===== src/rtl/axi_lite_pkg.sv =====
// Shared definitions for the AXI4-Lite register responder: response codes,
// fixed register indices, error read data, FSM state types and a byte-merge helper.
package axi_lite_pkg;

    localparam logic [1:0] AXI_RESP_OKAY   = 2'b00;
    localparam logic [1:0] AXI_RESP_SLVERR = 2'b10;

    localparam int REG_ID      = 0;
    localparam int REG_SCRATCH = 1;
    localparam int REG_CYCLES  = 2;
    localparam int REG_WRCNT   = 3;

    localparam logic [31:0] RD_ERR_DATA = 32'hDEAD_BEEF;

    typedef enum logic {WR_IDLE, WR_RESP} wr_state_t;
    typedef enum logic {RD_IDLE, RD_DATA} rd_state_t;

    // Replace only the bytes whose strobe bit is set
    function automatic logic [31:0] merge_wstrb(input logic [31:0] old_val,
                                                input logic [31:0] new_val,
                                                input logic [3:0]  strb);
        logic [31:0] res;
        res = old_val;
        for (int i = 0; i < 4; i++) begin
            if (strb[i]) res[8*i +: 8] = new_val[8*i +: 8];
        end
        return res;
    endfunction

endpackage


===== src/rtl/axi_lite_reg_responder_if.sv =====
// AXI4-Lite bus bundle between the bridge (master) and the register responder (slave).
interface axi_lite_reg_responder_if #(parameter int ADDR_WIDTH = 32);

    logic [ADDR_WIDTH-1:0] awaddr;
    logic                  awvalid;
    logic                  awready;
    logic [31:0]           wdata;
    logic [3:0]            wstrb;
    logic                  wvalid;
    logic                  wready;
    logic [1:0]            bresp;
    logic                  bvalid;
    logic                  bready;
    logic [ADDR_WIDTH-1:0] araddr;
    logic                  arvalid;
    logic                  arready;
    logic [31:0]           rdata;
    logic [1:0]            rresp;
    logic                  rvalid;
    logic                  rready;

    modport master (
        output awaddr, awvalid, wdata, wstrb, wvalid, bready, araddr, arvalid, rready,
        input  awready, wready, bresp, bvalid, arready, rdata, rresp, rvalid
    );

    modport slave (
        input  awaddr, awvalid, wdata, wstrb, wvalid, bready, araddr, arvalid, rready,
        output awready, wready, bresp, bvalid, arready, rdata, rresp, rvalid
    );

endinterface


===== src/rtl/axi_lite_wr_ctrl.sv =====
// Write channel controller: latches AW and W independently, emits a one-cycle
// commit (index, data, strobe) once both are present, then runs the B handshake.
module axi_lite_wr_ctrl
    import axi_lite_pkg::*;
#(
    parameter int NUM_REGS = 16,
    parameter int IDX_W    = 5
) (
    input  logic             s_aclk,
    input  logic             s_aresetn,
    input  logic [IDX_W-1:0] i_aw_idx,
    input  logic             i_awvalid,
    output logic             o_awready,
    input  logic [31:0]      i_wdata,
    input  logic [3:0]       i_wstrb,
    input  logic             i_wvalid,
    output logic             o_wready,
    output logic [1:0]       o_bresp,
    output logic             o_bvalid,
    input  logic             i_bready,
    output logic             o_commit,
    output logic [IDX_W-1:0] o_cm_idx,
    output logic [31:0]      o_cm_data,
    output logic [3:0]       o_cm_strb
);

    wr_state_t        r_state;
    logic             r_awready;
    logic             r_wready;
    logic             r_bvalid;
    logic [1:0]       r_bresp;
    logic             r_aw_held;
    logic             r_w_held;
    logic [IDX_W-1:0] r_aw_idx;
    logic [31:0]      r_wdata;
    logic [3:0]       r_wstrb;

    logic             w_aw_hs;
    logic             w_w_hs;
    logic             w_commit;
    logic             w_cm_err;

    assign w_aw_hs  = i_awvalid & r_awready;
    assign w_w_hs   = i_wvalid & r_wready;
    // A channel counts as present if it was latched earlier or is being accepted now
    assign w_commit = (r_state == WR_IDLE) & (r_aw_held | w_aw_hs) & (r_w_held | w_w_hs);

    assign o_cm_idx  = r_aw_held ? r_aw_idx : i_aw_idx;
    assign o_cm_data = r_w_held  ? r_wdata  : i_wdata;
    assign o_cm_strb = r_w_held  ? r_wstrb  : i_wstrb;
    assign w_cm_err  = (32'(o_cm_idx) >= NUM_REGS);

    assign o_commit  = w_commit;
    assign o_awready = r_awready;
    assign o_wready  = r_wready;
    assign o_bvalid  = r_bvalid;
    assign o_bresp   = r_bresp;

    // Write FSM: collect AW/W in WR_IDLE, hold B in WR_RESP until bready
    always_ff @(posedge s_aclk or negedge s_aresetn) begin
        if (!s_aresetn) begin
            r_state   <= WR_IDLE;
            r_awready <= 1'b0;
            r_wready  <= 1'b0;
            r_bvalid  <= 1'b0;
            r_bresp   <= AXI_RESP_OKAY;
            r_aw_held <= 1'b0;
            r_w_held  <= 1'b0;
            r_aw_idx  <= '0;
            r_wdata   <= '0;
            r_wstrb   <= '0;
        end else begin
            case (r_state)
                WR_IDLE: begin
                    if (w_commit) begin
                        r_aw_held <= 1'b0;
                        r_w_held  <= 1'b0;
                        r_awready <= 1'b0;
                        r_wready  <= 1'b0;
                        r_bvalid  <= 1'b1;
                        r_bresp   <= w_cm_err ? AXI_RESP_SLVERR : AXI_RESP_OKAY;
                        r_state   <= WR_RESP;
                    end else begin
                        // Readies rise on the first cycle out of reset and drop once latched
                        if (w_aw_hs) begin
                            r_aw_held <= 1'b1;
                            r_aw_idx  <= i_aw_idx;
                            r_awready <= 1'b0;
                        end else if (!r_aw_held) begin
                            r_awready <= 1'b1;
                        end
                        if (w_w_hs) begin
                            r_w_held  <= 1'b1;
                            r_wdata   <= i_wdata;
                            r_wstrb   <= i_wstrb;
                            r_wready  <= 1'b0;
                        end else if (!r_w_held) begin
                            r_wready  <= 1'b1;
                        end
                    end
                end
                WR_RESP: begin
                    if (i_bready) begin
                        r_bvalid  <= 1'b0;
                        r_bresp   <= AXI_RESP_OKAY;
                        r_awready <= 1'b1;
                        r_wready  <= 1'b1;
                        r_state   <= WR_IDLE;
                    end
                end
                default: r_state <= WR_IDLE;
            endcase
        end
    end

endmodule


===== src/rtl/axi_lite_reg_responder.sv =====
// AXI4-Lite register bank: ID, scratch, cycle counter, write counter and general
// RW registers. Write path lives in axi_lite_wr_ctrl; the read FSM lives here.
module axi_lite_reg_responder
    import axi_lite_pkg::*;
#(
    parameter int          ADDR_WIDTH = 32,
    parameter int          NUM_REGS   = 16,
    parameter logic [31:0] ID_VALUE   = 32'hAC70_1B01
) (
    input  logic                     s_aclk,
    input  logic                     s_aresetn,
    axi_lite_reg_responder_if.slave  s_axi
);

    // Array select width, plus a decoded index one bit wider when NUM_REGS is a
    // power of two so the first range above the bank (e.g. 0x40 for 16 regs)
    // decodes as out of range instead of aliasing onto register 0.
    localparam int ARR_W = $clog2(NUM_REGS);
    localparam int IDX_W = $clog2(NUM_REGS + 1);

    logic [31:0]      w_reg_val [NUM_REGS];
    logic             w_commit;
    logic [IDX_W-1:0] w_cm_idx;
    logic [31:0]      w_cm_data;
    logic [3:0]       w_cm_strb;

    logic [IDX_W-1:0] w_ar_idx;
    logic             w_ar_err;
    logic [31:0]      w_rd_val;
    logic             w_unused_addr_bits;

    rd_state_t        r_rd_state;
    logic             r_arready;
    logic             r_rvalid;
    logic [31:0]      r_rdata;
    logic [1:0]       r_rresp;

    assign w_unused_addr_bits = ^{s_axi.awaddr[ADDR_WIDTH-1:IDX_W+2], s_axi.awaddr[1:0],
                                  s_axi.araddr[ADDR_WIDTH-1:IDX_W+2], s_axi.araddr[1:0]};

    axi_lite_wr_ctrl #(
        .NUM_REGS (NUM_REGS),
        .IDX_W    (IDX_W)
    ) u_wr_ctrl (
        .s_aclk    (s_aclk),
        .s_aresetn (s_aresetn),
        .i_aw_idx  (s_axi.awaddr[IDX_W+1:2]),
        .i_awvalid (s_axi.awvalid),
        .o_awready (s_axi.awready),
        .i_wdata   (s_axi.wdata),
        .i_wstrb   (s_axi.wstrb),
        .i_wvalid  (s_axi.wvalid),
        .o_wready  (s_axi.wready),
        .o_bresp   (s_axi.bresp),
        .o_bvalid  (s_axi.bvalid),
        .i_bready  (s_axi.bready),
        .o_commit  (w_commit),
        .o_cm_idx  (w_cm_idx),
        .o_cm_data (w_cm_data),
        .o_cm_strb (w_cm_strb)
    );

    genvar gi;
    generate
        for (gi = 0; gi < NUM_REGS; gi++) begin : g_reg
            if (gi == REG_ID) begin : g_id
                assign w_reg_val[gi] = ID_VALUE;
            end else if (gi == REG_CYCLES) begin : g_cycles
                logic [31:0] r_cycles;
                // Free-running clock counter, wraps naturally
                always_ff @(posedge s_aclk or negedge s_aresetn) begin
                    if (!s_aresetn) r_cycles <= '0;
                    else            r_cycles <= r_cycles + 32'd1;
                end
                assign w_reg_val[gi] = r_cycles;
            end else if (gi == REG_WRCNT) begin : g_wrcnt
                logic [31:0] r_wrcnt;
                // Count every committed write, including out-of-range ones
                always_ff @(posedge s_aclk or negedge s_aresetn) begin
                    if (!s_aresetn)    r_wrcnt <= '0;
                    else if (w_commit) r_wrcnt <= r_wrcnt + 32'd1;
                end
                assign w_reg_val[gi] = r_wrcnt;
            end else begin : g_rw
                logic [31:0] r_val;
                // Byte-merge the committed data when this index is addressed
                always_ff @(posedge s_aclk or negedge s_aresetn) begin
                    if (!s_aresetn)
                        r_val <= '0;
                    else if (w_commit && (w_cm_idx == IDX_W'(gi)))
                        r_val <= merge_wstrb(r_val, w_cm_data, w_cm_strb);
                end
                assign w_reg_val[gi] = r_val;
            end
        end
    endgenerate

    assign w_ar_idx = s_axi.araddr[IDX_W+1:2];
    assign w_ar_err = (32'(w_ar_idx) >= NUM_REGS);
    assign w_rd_val = w_reg_val[w_ar_idx[ARR_W-1:0]];

    // Read FSM: sample data on the AR handshake, hold R until rready
    always_ff @(posedge s_aclk or negedge s_aresetn) begin
        if (!s_aresetn) begin
            r_rd_state <= RD_IDLE;
            r_arready  <= 1'b0;
            r_rvalid   <= 1'b0;
            r_rdata    <= '0;
            r_rresp    <= AXI_RESP_OKAY;
        end else begin
            case (r_rd_state)
                RD_IDLE: begin
                    if (!r_arready) begin
                        r_arready <= 1'b1;
                    end else if (s_axi.arvalid) begin
                        r_rdata    <= w_ar_err ? RD_ERR_DATA : w_rd_val;
                        r_rresp    <= w_ar_err ? AXI_RESP_SLVERR : AXI_RESP_OKAY;
                        r_rvalid   <= 1'b1;
                        r_arready  <= 1'b0;
                        r_rd_state <= RD_DATA;
                    end
                end
                RD_DATA: begin
                    if (s_axi.rready) begin
                        r_rvalid   <= 1'b0;
                        r_arready  <= 1'b1;
                        r_rd_state <= RD_IDLE;
                    end
                end
                default: r_rd_state <= RD_IDLE;
            endcase
        end
    end

    assign s_axi.arready = r_arready;
    assign s_axi.rvalid  = r_rvalid;
    assign s_axi.rdata   = r_rdata;
    assign s_axi.rresp   = r_rresp;

endmodule

===== src/flat_wrapper.sv =====
// flat-port wrapper written by rule: the top's interface ports become plain ports
module axi_lite_reg_responder_flat import axi_lite_pkg::*;
#(
    parameter int          ADDR_WIDTH = 32,
    parameter int          NUM_REGS   = 16,
    parameter logic [31:0] ID_VALUE   = 32'hAC70_1B01
)
  (s_aclk, s_aresetn, s_axi_awaddr, s_axi_awvalid, s_axi_wdata, s_axi_wstrb, s_axi_wvalid, s_axi_bready, s_axi_araddr, s_axi_arvalid, s_axi_rready, s_axi_awready, s_axi_wready, s_axi_bresp, s_axi_bvalid, s_axi_arready, s_axi_rdata, s_axi_rresp, s_axi_rvalid);
  axi_lite_reg_responder_if #(.ADDR_WIDTH(ADDR_WIDTH)) s_axi_i ();
  input  logic s_aclk;
  input  logic s_aresetn;
  input wire logic [$bits(s_axi_i.awaddr)-1:0] s_axi_awaddr;
  input wire logic [$bits(s_axi_i.awvalid)-1:0] s_axi_awvalid;
  input wire logic [$bits(s_axi_i.wdata)-1:0] s_axi_wdata;
  input wire logic [$bits(s_axi_i.wstrb)-1:0] s_axi_wstrb;
  input wire logic [$bits(s_axi_i.wvalid)-1:0] s_axi_wvalid;
  input wire logic [$bits(s_axi_i.bready)-1:0] s_axi_bready;
  input wire logic [$bits(s_axi_i.araddr)-1:0] s_axi_araddr;
  input wire logic [$bits(s_axi_i.arvalid)-1:0] s_axi_arvalid;
  input wire logic [$bits(s_axi_i.rready)-1:0] s_axi_rready;
  output wire logic [$bits(s_axi_i.awready)-1:0] s_axi_awready;
  output wire logic [$bits(s_axi_i.wready)-1:0] s_axi_wready;
  output wire logic [$bits(s_axi_i.bresp)-1:0] s_axi_bresp;
  output wire logic [$bits(s_axi_i.bvalid)-1:0] s_axi_bvalid;
  output wire logic [$bits(s_axi_i.arready)-1:0] s_axi_arready;
  output wire logic [$bits(s_axi_i.rdata)-1:0] s_axi_rdata;
  output wire logic [$bits(s_axi_i.rresp)-1:0] s_axi_rresp;
  output wire logic [$bits(s_axi_i.rvalid)-1:0] s_axi_rvalid;
  assign s_axi_i.awaddr = s_axi_awaddr;
  assign s_axi_i.awvalid = s_axi_awvalid;
  assign s_axi_i.wdata = s_axi_wdata;
  assign s_axi_i.wstrb = s_axi_wstrb;
  assign s_axi_i.wvalid = s_axi_wvalid;
  assign s_axi_i.bready = s_axi_bready;
  assign s_axi_i.araddr = s_axi_araddr;
  assign s_axi_i.arvalid = s_axi_arvalid;
  assign s_axi_i.rready = s_axi_rready;
  assign s_axi_awready = s_axi_i.awready;
  assign s_axi_wready = s_axi_i.wready;
  assign s_axi_bresp = s_axi_i.bresp;
  assign s_axi_bvalid = s_axi_i.bvalid;
  assign s_axi_arready = s_axi_i.arready;
  assign s_axi_rdata = s_axi_i.rdata;
  assign s_axi_rresp = s_axi_i.rresp;
  assign s_axi_rvalid = s_axi_i.rvalid;
  axi_lite_reg_responder #(.ADDR_WIDTH(ADDR_WIDTH), .NUM_REGS(NUM_REGS), .ID_VALUE(ID_VALUE)) u_core (.s_aclk(s_aclk), .s_aresetn(s_aresetn), .s_axi(s_axi_i));
endmodule

===== config.mk =====
export PLATFORM = sky130hd
export DESIGN_NAME = axi_lite_reg_responder_flat
export DESIGN_NICKNAME = d
export VERILOG_FILES = /design/src/rtl/axi_lite_pkg.sv /design/src/rtl/axi_lite_reg_responder_if.sv /design/src/rtl/axi_lite_wr_ctrl.sv /design/src/rtl/axi_lite_reg_responder.sv /design/src/flat_wrapper.sv
export SDC_FILE = /design/constraint.sdc
export NUM_CORES = 1
export LEC_CHECK = 0
export BUFFER_PORTS_ARGS = -buffer_cell sky130_fd_sc_hd__buf_2
export CORE_AREA = 2 2 222 202
export CTS_CLUSTER_DIAMETER = 60
export DETAILED_ROUTE_END_ITERATION = 8
export DIE_AREA = 0 0 224 204
export HOLD_SLACK_MARGIN = 0.05
export PLACE_DENSITY = 0.83
export SLEW_MARGIN = 20
export SYNTH_ARGS = -nofsm -noshare
export SYNTH_HDL_FRONTEND = slang
export SYNTH_SLANG_ARGS = --single-unit
export TNS_END_PERCENT = 20

===== constraint.sdc =====
create_clock -name s_aclk -period 2.6 [get_ports s_aclk]
set_input_delay 0.13 -clock s_aclk [delete_from_list [all_inputs] [get_ports s_aclk]]
set_output_delay 0.13 -clock s_aclk [all_outputs]
set_load 0.02 [all_outputs]

# After elaboration in Yosys (flattened, before gate mapping)
# Cells that the tools add are included.
# Widths: inputs -> output; s select.
# word_totals
regBits	566
in_bits	107
elab_cells	223
out_inout_bits	41
# classes
n_eq_ne	20
n_reduce_logical	76
magnitude_cmp	3
n_bitwise	10
addsub	2
muxes	43
# op_table
cell	count
$bmux 32 s4	1
$mux 32	4
$reduce_and 2->1	57
$add 32x1->32 const B	2
$eq 5x4->1 const B	8
$mux 1	24
$eq 5x3->1 const B	4
$ge 5x5->1 const B	3
$pmux 1 s2	7
$logic_and 1x1->1	13
$reduce_and 3->1	4
$mux 2	4
$ne 4x3->1 const B	2
$ne 2x2->1 const B	3
$eq 5x1->1 const B	1
$mux 5	1
$not 4->5	1
$and 1x1->1	4
$mux 4	1
$ne 2x1->1 const B	2
$pmux 2 s2	1
$reduce_bool 2->1	2
$not 1->1	3
$or 1x1->1	2

# Logic depth before layout (Yosys ltp)
# Gate-level depths: netlist of the first run.
# logic_depth
ltp_word	6
depth_mapped	8
depth_no_buf	6

# By module
# A second synthesis of the first run with hierarchy kept.
# hier_totals
cells_unflattened	1842
hier_area_um2	25957.4
# by_module_without_submodules
mod	area_per_inst_um2	n_inst	cells_each	seq_area_each_um2
axi_lite_reg_responder	23566.4	1	1671	12912.4
axi_lite_wr_ctrl	2391.0	1	171	1201.2

# Worst setup path after synthesis of the first run
# No wires, ideal clock.
# synth_timing
path_type	flip-flop to flip-flop
from	register u_core.u_wr_ctrl.r_aw_held
to	register u_core.g_reg[1].g_rw.r_val[24]
synth_period_minus_slack_ps	2056
stages_incl_launch_ff	7
arrival_ps	1931
slack_ps	544
setup_time_ps	125
n_path_buf	2
t_required_ps	2475
path_cell_list	dfrtp_1 buf_6 o32a_1 or3_1 buf_4 nor2_8 mux2_2
# synth_between
elab_chain_cells	5
word_cells_on_any_way	7
cone_classes	1 x eq/ne; 1 x mux; 3 x bitwise; 2 x reduce/logical
# synth_rtl
item	line	text
from (decl)	axi_lite_wr_ctrl.sv:32	logic r_aw_held;
from (signal assigned)	axi_lite_wr_ctrl.sv:67	r_aw_held <= 1'b0;
from (signal assigned)	axi_lite_wr_ctrl.sv:76	r_aw_held <= 1'b0;
from (signal assigned)	axi_lite_wr_ctrl.sv:86	r_aw_held <= 1'b1;
$or 1x1->1	axi_lite_wr_ctrl.sv:46	assign w_commit = (r_state == WR_IDLE) & (r_aw_held | w_aw_hs) & (r_w_held | w_w_hs);
$and 1x1->1 (2 in a row)	axi_lite_wr_ctrl.sv:46	
$logic_and 1x1->1 (*)	axi_lite_reg_responder.sv:90	else if (w_commit && (w_cm_idx == IDX_W'(gi)))
$reduce_and 2->1 (no source line) (*)	n/a	
to (signal assigned)	axi_lite_reg_responder.sv:91	r_val <= merge_wstrb(r_val, w_cm_data, w_cm_strb);
to (decl)	axi_lite_reg_responder.sv:85	logic [31:0] r_val;
# Mark *: on every way between the ends. The rest lies on a longest branch, timed or not.
# A chain may end at the register's enable or synchronous reset.

# Final worst setup path of the first run
# layout_timing
from	register u_core.u_wr_ctrl.r_aw_held
to	register u_core.g_reg[15].g_rw.r_val[7]
# layout_between
elab_chain_cells	5
word_cells_on_any_way	7
cone_classes	1 x eq/ne; 1 x mux; 3 x bitwise; 2 x reduce/logical
# layout_rtl
item	line
$or 1x1->1	axi_lite_wr_ctrl.sv:46
$and 1x1->1 (2 in a row)	axi_lite_wr_ctrl.sv:46
$logic_and 1x1->1 (*)	axi_lite_reg_responder.sv:90
$reduce_and 2->1 (no source line) (*)	n/a
to (signal assigned)	axi_lite_reg_responder.sv:91
to (decl)	axi_lite_reg_responder.sv:85
# Marks and branches as above.

==> key figures, run 1 <==
Synth
  – Post-Synth Simple-Gate Area: 6.80%
  – Synthesized area per cell: 13.8 um^2
  – Seq/Total Area, Yosys: 54.0%
  – Syn. warnings: 0
  – Adder-cell share of the synthesized area: 0.0957%
  – Post-synth EDFFs: 0
  – FF+latch count, synth: 564
  – Mux cell area share after synthesis: 31.2%
  – Mapped Cells: 1901
  – Main combinational cell family by area after synthesis: multiplexers
  – Cell area after synthesis: 26100 um^2
  – Post-synthesis cell type count: 58
  – Synth Area in Compound Gates: 3.68%
  – Post-synth ARST share: 100%
  – Synth Area in XOR/XNOR: 2.04%
  – Synth Flop Type: dfrtp_1

Pwr
  – VDD IR max: 0.000571 V
  – Power Dens Cells: 1020 nW/um^2
  – LEAKAGE: 14.3 nW

CTS
  – Worst-Skew Late Latency: 620 ps
  – Clk root buf: clkbuf_16
  – CTS tree: built
  – CTS buffer count: 57
  – CTS H-Tree Depth: 2
  – Clock Tree Buf Depth: 3
  – Clock tree sinks: 564
  – CTS clk-pin slew, worst paths: 60 ps

Status
  – Status: finished with violations
  – Failing checks: setup timing

Setup path
  – CP Class: flip-flop to flip-flop
  – Reg2Reg Capture Point: u_core.g_reg[15].g_rw.r_val[7]$_DFFE_PN0P_
  – Worst path cell trace: mux2i_1, o211ai_1, nor2_1, nand2_1, mux2_2
  – Arr. time, crit path: 3150 ps
  – Worst reg-to-reg path cell count: 5
  – CP max stage delay: 560 ps
  – Critical Path Fanout Max: 8
  – Startpoint types: flip-flop
  – Critical path's slowest cell: nor2_1
  – WP buf/inv: 0
  – R2R setup slack: -50 ps
  – Cell family with most CP delay: simple AND/OR/NAND/NOR gates
  – CP required: 3100 ps
  – R2R Path Start: u_core.u_wr_ctrl.r_aw_held$_DFFE_PN0P_
  – Critical path endpoint category: flip-flop

Drt
  – Antenna viol nets, final: 0
  – DR vias: 17000
  – WL final: 67.2 mm
  – Vias per Instance: 6.42
  – Total iterations of the first detailed-routing run: 8
  – # DRC: 0
  – 1st-iter DRT viols: 1749
  – WL/cell: 25.3 um

Final layout
  – Most common cell after layout, fill and taps aside: dfrtp_1
  – Final core occ: 68.7%
  – Commonest cells after routing, fill and taps aside: dfrtp_1 (563), mux2_2 (520), nand2_1 (172)
  – P&R area growth vs syn: 14.5%
  – Final Net Count: 2154
  – Fraction of layout instances using a drive strength above 1: 41.8%

GRT
  – GRT Total Usage: 30.1%
  – Met1 Use GR: 40.9%
  – Total gr overflow: 0
  – GR Util met2: 47.5%
  – Largest net degree at the start of global routing: 86
  – Global-route wire length before repair: 104 mm
  – Initial antenna violation count: 2
  – Vias in the first global route: 18000
  – Busiest grt layer: met2
  – Met3 usage: 7.06%

Timing
  – Worst Skew: 24.1 ps
  – Max Slew Vio Count: 0
  – RSZ-0062 raised after global routing: yes
  – Max Freq: 0.377 GHz
  – # setup viols final: 24
  – Tmin final: 2650 ps
  – Max-slew headroom: 43.5%
  – Final worst path period share: 102%
  – Worst Tran Pin Value: 847 ps
  – Setup WS post-layout: -53.8 ps
  – Final Hold Fails: 0

Placed design
  – Worst slack, placed: 20.8 ps
  – RePlAce Congestion: 0.925
  – Port Buf Inserts: 91
  – HPWL after detailed placement: 43.5 mm

Die
  – Full die area: 45700 um^2
  – Die width: 224 um
  – Die Ht: 204 um
  – Core ar.: 43600 um^2
  – Ports: 148
  – Initial Util: 60.0%
  – Row count: 73

Worst hold path
  – Worst hold path class: input port to async pin

Flow run
  – MaxCap Viol Count: 0
-- per-stage QoR --
| stage | hold WS, ps | power (mW) | cell area (um^2) | instances | setup TNS [ps] |
|---|---|---|---|---|---|
| after floorplan | -166 | 19.2 | 26100 | 1902 | 0 |
| after global placement | 140 | 21.2 | 27400 | 2498 | 0 |
| after detailed placement | 153 | 21.9 | 27400 | 2498 | 0 |
| after CTS | 90.2 | 30.5 | 29900 | 2652 | -28.5 |
| after global routing | 121 | 31.9 | 29900 | 2654 | -2130 |
| final | 86.0 | 30.6 | 29900 | 2654 | -701 |
-- synthesized netlist by cell type (17+ instances only) --
library cell	instances	area (um^2)
dfrtp_1	564	14100
mux2_2	520	5860
nand2_1	174	653
mux4_2	82	1850
nor2_1	59	221
clkbuf_1	56	210
xnor2_1	51	447
buf_2	42	210
mux2i_1	40	400
nand3_1	29	145
a221oi_1	27	236
a31oi_1	21	131
and3_1	21	131
o21ai_0	20	100
a21oi_1	19	95.1
inv_1	17	63.8
-- timing repair --
action / CTS / global route
buffers inserted: 0 / 0
hold buffers: 50 / 0
hold endpoints to repair: 511 / 0
setup endpoints to repair: 12 / 166
resized for setup: 2 / 7
-- logic make-up (layout without fill, tap and decap cells) --
kind of cell | after synthesis | in the layout
flip-flops | 564 | 564
XOR/XNOR | 61 | 61
multiplexers | 647 | 647
other | 1 | 4
AND/OR/NAND/NOR | 362 | 362
buffers and inverters | 128 | 316
adder cells (fa/ha/maj) | 2 | 2
AO/OA/AOI/OAI | 136 | 136
-- registers in the layout, indices dropped and copies added (netlist names) --
signal,cells
u_core.g.g_cycles.r_cycles,32
u_core.g.g_rw.r_val,416
u_core.g.g_wrcnt.r_wrcnt,32
u_core.r_rd_state,1
u_core.s_axi.arready,1
u_core.s_axi.rdata,32
u_core.s_axi.rresp,1
u_core.s_axi.rvalid,1
u_core.u_wr_ctrl.o_awready,1
u_core.u_wr_ctrl.o_bresp,1
u_core.u_wr_ctrl.o_bvalid,1
u_core.u_wr_ctrl.o_wready,1
u_core.u_wr_ctrl.r_aw_held,1
u_core.u_wr_ctrl.r_aw_idx,5
u_core.u_wr_ctrl.r_state,1
u_core.u_wr_ctrl.r_w_held,1
u_core.u_wr_ctrl.r_wdata,32
u_core.u_wr_ctrl.r_wstrb,4
-- final cells by class --
type | count | area [um^2]
sequential | 564 | 14100
fill | 2859 | 13600
multi-input combinational | 1210 | 11500
clock buffer | 89 | 1780
timing repair buffer | 194 | 1560
tap | 562 | 703
clock inverter | 15 | 184
inverter | 18 | 67.6
antenna | 2 | 5.00
-- metal layers --
layer	wire, um	vias to the layer above
met2	31600	719
met5	0	-
met3	5370	189
met1	27800	8913
met4	2440	0
li1	-	7221
-- power by group --
| group | switching, mW | internal [mW] | leakage, nW |
|---|---|---|---|
| Combinational | 4.21 | 4.22 | 5.72 |
| Clock | 3.45 | 5.07 | 0.969 |
| Sequential | 1.77 | 11.9 | 7.56 |
-- worst reg2reg max path: stages, from the launching register on --
cell	delay, ps
dfrtp_1	360
mux2i_1	420
o211ai_1	300
nor2_1	570
nand2_1	470
mux2_2	410
-- how the worst max path moves through the flow --
| stage | to | slack, ps | cells after the start | start |
|---|---|---|---|---|
| global placement | u_core.g_reg[14].g_rw.r_val[15]$_DFFE_PN0P_ | 130 | 5 | u_core.u_wr_ctrl.r_aw_held$_DFFE_PN0P_ |
| global route | u_core.g_reg[13].g_rw.r_val[0]$_DFFE_PN0P_ | -110 | 5 | u_core.u_wr_ctrl.r_aw_held$_DFFE_PN0P_ |
| finish | u_core.g_reg[15].g_rw.r_val[7]$_DFFE_PN0P_ | -50 | 5 | u_core.u_wr_ctrl.r_aw_held$_DFFE_PN0P_ |
| CTS | u_core.g_reg[10].g_rw.r_val[30]$_DFFE_PN0P_ | -10 | 6 | u_core.u_wr_ctrl.r_aw_held$_DFFE_PN0P_ |
| floorplan | u_core.g_reg[1].g_rw.r_val[24]$_DFFE_PN0P_ | 540 | 6 | u_core.u_wr_ctrl.r_aw_held$_DFFE_PN0P_ |
| detailed placement | u_core.g_reg[11].g_rw.r_val[15]$_DFFE_PN0P_ | 20 | 6 | u_core.u_wr_ctrl.r_aw_held$_DFFE_PN0P_ |
Note: power is estimated with default switching activity, not from simulation.
==> run 2: changes to the inputs <==
Settings changed: PLACE_DENSITY 0.83 to 0.87.
==> run 2 against run 1 <==
Against the previous run: the run still ends with setup timing left; clock power shrank 7.2%; setup slack lost 28 ps; first-iteration DRC count grew 9.2%; fmax shrank 1.0%; flip-flop and latch count is the same; sequential power is essentially flat; non-clock buffer count grew 12.
==> key figures, run 2 (same netlist as run 1, synthesis figures left out) <==
Final layout
  – Storage element area: 14100 um^2
  – Most common cell after layout, fill and taps aside: dfrtp_1
  – Fraction of layout instances using a drive strength above 1: 42.6%
  – Max reg flops: 416
  – Largest reg by FF count: u_core.g.g_rw.r_val
  – P&R area growth vs syn: 14.1%
  – Area of the multi-input gates: 11500 um^2
  – Fillers: 2779
  – Final Net Count: 2165
  – Final core occ: 68.5%
  – Commonest cells after routing, fill and taps aside: dfrtp_1 (563), mux2_2 (520), nand2_1 (166)

Die
  – Die Ht: 204 um
  – Full die area: 45700 um^2
  – Initial Util: 60.0%
  – Core ar.: 43600 um^2
  – Die width: 224 um
  – Ports: 148
  – Row count: 73

Setup path
  – Startpoint types: flip-flop
  – Critical path endpoint category: flip-flop
  – CP Class: flip-flop to flip-flop
  – CP max stage delay: 510 ps
  – Critical Path Fanout Max: 8
  – Worst path cell trace: mux2i_2, o211ai_1, nor2_2, nand2_1, mux2_2
  – Arr. time, crit path: 3170 ps
  – Cell family with most CP delay: simple AND/OR/NAND/NOR gates
  – WP buf/inv: 0
  – CP required: 3090 ps
  – Critical path's slowest cell: nor2_2

GRT
  – Largest net degree at the start of global routing: 110
  – Vias in the first global route: 18200
  – Initial antenna violation count: 4
  – GRT Total Usage: 30.6%
  – Total gr overflow: 0
  – Global-route wire length before repair: 107 mm

Drt
  – WL final: 68.8 mm
  – 1st-iter DRT viols: 1910
  – Total iterations of the first detailed-routing run: 6
  – Routed wire length on met2: 33.0 mm
  – WL/cell: 25.9 um
  – # DRC: 0
  – Antenna viol nets, final: 0
  – DRT met1 WL: 27.2 mm
  – DR vias: 17600
  – Met3 routed WL: 5.75 mm
  – Vias per Instance: 6.60
  – Top Layer Used: met4

Flow run
  – MaxCap Viol Count: 0

CTS
  – CTS H-Tree Depth: 2
  – CTS clk-pin slew, worst paths: 60 ps
  – Clk root buf: clkbuf_16
  – Clock Tree Buf Depth: 3
  – CTS tree: built
  – Worst-Skew Late Latency: 610 ps
  – CTS buffer count: 56
  – Clock tree sinks: 564

Pwr
  – Power Dens Cells: 1010 nW/um^2
  – Total power: 30.2 mW
  – LEAKAGE: 14.2 nW
  – VDD IR max: 0.000501 V

Timing
  – Worst Tran Pin Value: 737 ps
  – Setup WS post-layout: -81.6 ps
  – Tmin final: 2680 ps
  – Max Slew Vio Count: 0
  – Worst Skew: 14.2 ps
  – Max-slew headroom: 50.8%
  – Final Hold Fails: 0
  – Max Freq: 0.373 GHz
  – Final worst path period share: 103%
  – WHS: 113 ps
  – # setup viols final: 53
  – RSZ-0062 raised after global routing: yes

Status
  – Failing checks: setup timing
  – Status: finished with violations

Placed design
  – Worst slack, placed: -150 ps
  – Port Buf Inserts: 91
  – RePlAce Congestion: 0.937
  – HPWL after detailed placement: 44.8 mm

Worst hold path
  – Worst hold path class: input port to flip-flop
## run 2: cell types whose count changed in the layout (fill, tap and decap cells not counted), moves of 2 or more
cell | before | now
clkinv_2 | 8 | 12
bufinv_16 | 4 | 0
nand2_2 | 6 | 12
nor2_1 | 52 | 49
nor2_4 | 6 | 8
clkbuf_16 | 59 | 57
clkbuf_1 | 11 | 7
buf_12 | 15 | 12
buf_4 | 40 | 56
diode_2 | 2 | 4
nand2_1 | 172 | 166
## run 2: final timing paths
check / cells past startpoint / startpoint / slack, ps / endpoint
min: 3 / s_axi_araddr[3] / 110 / u_core.s_axi.rdata[22]$_DFFE_PN0P_
max in group asynchronous: 3 / s_aresetn / 1730 / u_core.g_reg[7].g_rw.r_val[1]$_DFFE_PN0P_
min in group asynchronous: 3 / s_aresetn / 120 / u_core.g_reg[11].g_rw.r_val[11]$_DFFE_PN0P_
max: 5 / u_core.u_wr_ctrl.r_aw_held$_DFFE_PN0P_ / -80 / u_core.g_reg[10].g_rw.r_val[13]$_DFFE_PN0P_
max reg2reg: 5 / u_core.u_wr_ctrl.r_aw_held$_DFFE_PN0P_ / -80 / u_core.g_reg[10].g_rw.r_val[13]$_DFFE_PN0P_
min reg2reg: 1 / u_core.r_rd_state$_DFF_PN0_ / 480 / u_core.s_axi.arready$_DFFE_PN0P_
## run 2: cell type report
class | instances | share of cell area [%]
Multi-Input combinational cell | 1210 | 38.7
Sequential cell | 564 | 47.3
Antenna cell | 4 | 0.0336
Timing Repair Buffer | 206 | 5.41
Inverter | 18 | 0.227
Tap cell | 562 | 2.36
Clock inverter | 13 | 0.227
Clock buffer | 83 | 5.75
## run 2: report_power, final
| part | switching (mW) | leakage [nW] | internal [mW] |
|---|---|---|---|
| Clock | 3.40 | 0.894 | 4.51 |
| Sequential | 1.84 | 7.56 | 11.9 |
| Combinational | 4.27 | 5.77 | 4.25 |
| Total | 9.51 | 14.2 | 20.7 |
## run 2: per-layer routing
metal / global-route usage (%) / vias up
li1: - / 7249
met1: 41.1 / 9194
met2: 48.9 / 877
met3: 6.48 / 230
met4: 13.3 / 0
met5: 0 / -
## run 2: tightest hold or removal path: stages
cell and delay, ps:
buf_4 240, nand2_1 130, a32o_1 150
## run 2: what timing repair did
item | in CTS | in global routing
buffers inserted | 0 | 2
hold buffers | 50 | 0
setup endpoints to repair | 235 | 376
endpoints found under the hold margin | 407 | 0
cloned | 0 | 0
pin swaps | 0 | 2
gates resized for setup | 6 | 15
## run 2: stage by stage
| stage | area (um^2) | TNS, ps | std cells |
|---|---|---|---|
| after floorplan | 26100 | 0 | 1902 |
| after global placement | 27400 | 0 | 2508 |
| after detailed placement | 27400 | -17150 | 2508 |
| after CTS | 29700 | -15140 | 2654 |
| after global routing | 29800 | -2340 | 2659 |
| final | 29800 | -1710 | 2660 |
==> run 3: changes to the inputs <==
Settings changed: PLACE_DENSITY 0.87 to 0.79.
Clock period 2.6 ns to 2.5 ns, I/O delays scaled along.
==> run 3 against run 2 <==
Against the previous run: the flow still finishes with violations (setup timing); critical path depth rose by 1; fmax is 6.0% higher; utilization grew 0.34 points; worst hold slack got worse by 28 ps; setup slack better by 52 ps; global-route usage down 0.48 points; final cell count grew 0.68%; die area did not move; combinational power rose by 2.3%; clock-buffer cell count grew 6; highest routed layer unchanged; non-clock buffer count increased by 16.
==> key figures, run 3 (same netlist as run 1, synthesis figures left out) <==
Setup path
  – CP Class: flip-flop to flip-flop
  – Critical path endpoint category: flip-flop
  – Startpoint types: flip-flop
  – CP required: 2990 ps
  – Worst path cell trace: mux2i_1, buf_4, o211ai_1, nor2_1, nand2_1, mux2_2
  – Arr. time, crit path: 3020 ps
  – Critical Path Fanout Max: 8
  – CP max stage delay: 540 ps
  – Worst reg-to-reg path cell count: 6
  – Critical path's slowest cell: nor2_1

Final layout
  – Fillers: 2905
  – ANT cells: 0
  – Commonest cells after routing, fill and taps aside: dfrtp_1 (563), mux2_2 (520), nand2_1 (174)
  – Final Net Count: 2181
  – Fraction of layout instances using a drive strength above 1: 42.1%
  – Design area: 30000 um^2
  – Largest reg by FF count: u_core.g.g_rw.r_val
  – P&R area growth vs syn: 14.7%
  – Non-filler cells, final: 2678
  – Max reg flops: 416
  – Most common cell after layout, fill and taps aside: dfrtp_1

CTS
  – CTS tree: built
  – Post-CTS Setup Inserts: 0
  – Clock tree sinks: 564
  – Worst-Skew Late Latency: 610 ps
  – CTS buffer count: 56
  – Clk root buf: clkbuf_16
  – CTS H-Tree Depth: 2
  – Clock Tree Buf Depth: 3
  – CTS clk-pin slew, worst paths: 60 ps

Die
  – Full die area: 45700 um^2
  – Die Ht: 204 um
  – Ports: 148
  – Core ar.: 43600 um^2
  – Die width: 224 um
  – Initial Util: 60.0%
  – Row count: 73

GRT
  – GRT Total Usage: 30.2%
  – Vias in the first global route: 17900
  – Total gr overflow: 0
  – Largest net degree at the start of global routing: 73
  – Global-route wire length before repair: 104 mm
  – Initial antenna violation count: 0

Pwr
  – VDD IR max: 0.000636 V
  – Power Dens Cells: 1050 nW/um^2
  – LEAKAGE: 14.3 nW

Placed design
  – Worst slack, placed: 5.78 ps
  – Post-placement cell area: 27600 um^2
  – RePlAce Congestion: 0.906
  – HPWL after detailed placement: 44.6 mm
  – Port Buf Inserts: 91
  – Dpl cells: 2527

Drt
  – 1st-iter DRT viols: 1461
  – DR vias: 17000
  – # DRC: 0
  – WL final: 66.9 mm
  – WL/cell: 25.0 um
  – Antenna viol nets, final: 0
  – Vias per Instance: 6.36
  – Total iterations of the first detailed-routing run: 5

Timing
  – Setup TNS: -265 ps
  – # setup viols final: 21
  – Final worst path period share: 101%
  – WHS: 84.5 ps
  – RSZ-0062 raised after global routing: yes
  – Max-slew headroom: 43.2%
  – Setup WS post-layout: -29.3 ps
  – Final Hold Fails: 0
  – Max Freq: 0.395 GHz
  – Max Slew Vio Count: 0
  – Worst Tran Pin Value: 851 ps
  – Worst Skew: 13.6 ps
  – Tmin final: 2530 ps

Status
  – Failing checks: setup timing
  – Status: finished with violations

Flow run
  – MaxCap Viol Count: 0

Worst hold path
  – Worst hold path class: input port to async pin
## run 3: cell types whose count changed in the layout (fill, tap and decap cells not counted), sizes merged
| cell | delta |
|---|---|
| clkinv | -3 |
| bufinv | +2 |
| buf | +16 |
| clkbuf | +6 |
| diode | -4 |
| inv | +1 |
## run 3: final cells by class
cell class                      instances  area [um^2]  area share (%)
Tap cell                              562          703            2.35
Clock buffer                           89         1730            5.76
Clock inverter                         13          121           0.405
Sequential cell                       564        14100            47.1
Multi-Input combinational cell       1210        11500            38.3
Timing Repair Buffer                  222         1760            5.86
Inverter                               18         67.6           0.225
## run 3: metrics by stage
step | power [mW] | util (%)
detailed placement | 22.8 | 63.4
floorplan | 20.0 | -
global placement | 22.1 | 63.4
CTS | 31.3 | 68.8
finish | 31.4 | 68.8
global route | 32.8 | 68.8
## run 3: routing by layer
metal / track usage, % / routed length [um]
met5: 0 / 0
met4: 11.6 / 2180
met3: 6.27 / 4780
met2: 47.3 / 31600
met1: 41.8 / 28400
## run 3: power breakdown
part           switching, mW  internal [mW]
Sequential              1.83           12.4
Clock                   3.52           4.91
Combinational           4.27           4.45
Total                   9.62           21.7
## run 3: critical path: cells and delay by family (launching register included)
kind / cells / cell delay (ps)
AOI/OAI and AO/OA: 1 / 170
buffers and inverters: 1 / 170
DFF: 1 / 410
muxes: 2 / 640
and+or+nand+nor: 2 / 1020
## run 3: final timing paths
| path | from | endpoint | slack (ps) |
|---|---|---|---|
| setup / recovery | u_core.u_wr_ctrl.r_aw_held$_DFFE_PN0P_ | u_core.g_reg[13].g_rw.r_val[4]$_DFFE_PN0P_ | -30 |
| hold / removal | s_aresetn | u_core.u_wr_ctrl.r_wstrb[0]$_DFFE_PN0P_ | 80 |
| setup reg to reg | u_core.u_wr_ctrl.r_aw_held$_DFFE_PN0P_ | u_core.g_reg[13].g_rw.r_val[4]$_DFFE_PN0P_ | -30 |
| hold reg to reg | u_core.s_axi.rresp[1]$_DFFE_PN0P_ | u_core.s_axi.rresp[1]$_DFFE_PN0P_ | 480 |
| max in group asynchronous | s_aresetn | u_core.g_reg[4].g_rw.r_val[31]$_DFFE_PN0P_ | 1480 |
| min in group s_aclk | s_axi_araddr[4] | u_core.s_axi.rdata[27]$_DFFE_PN0P_ | 110 |
## run 3: timing repair
action | CTS | global route
hold buffers | 49 | 0
endpoints found under the setup margin | 0 | 123
gates resized for setup | 0 | 2
hold endpoints to repair | 282 | 0
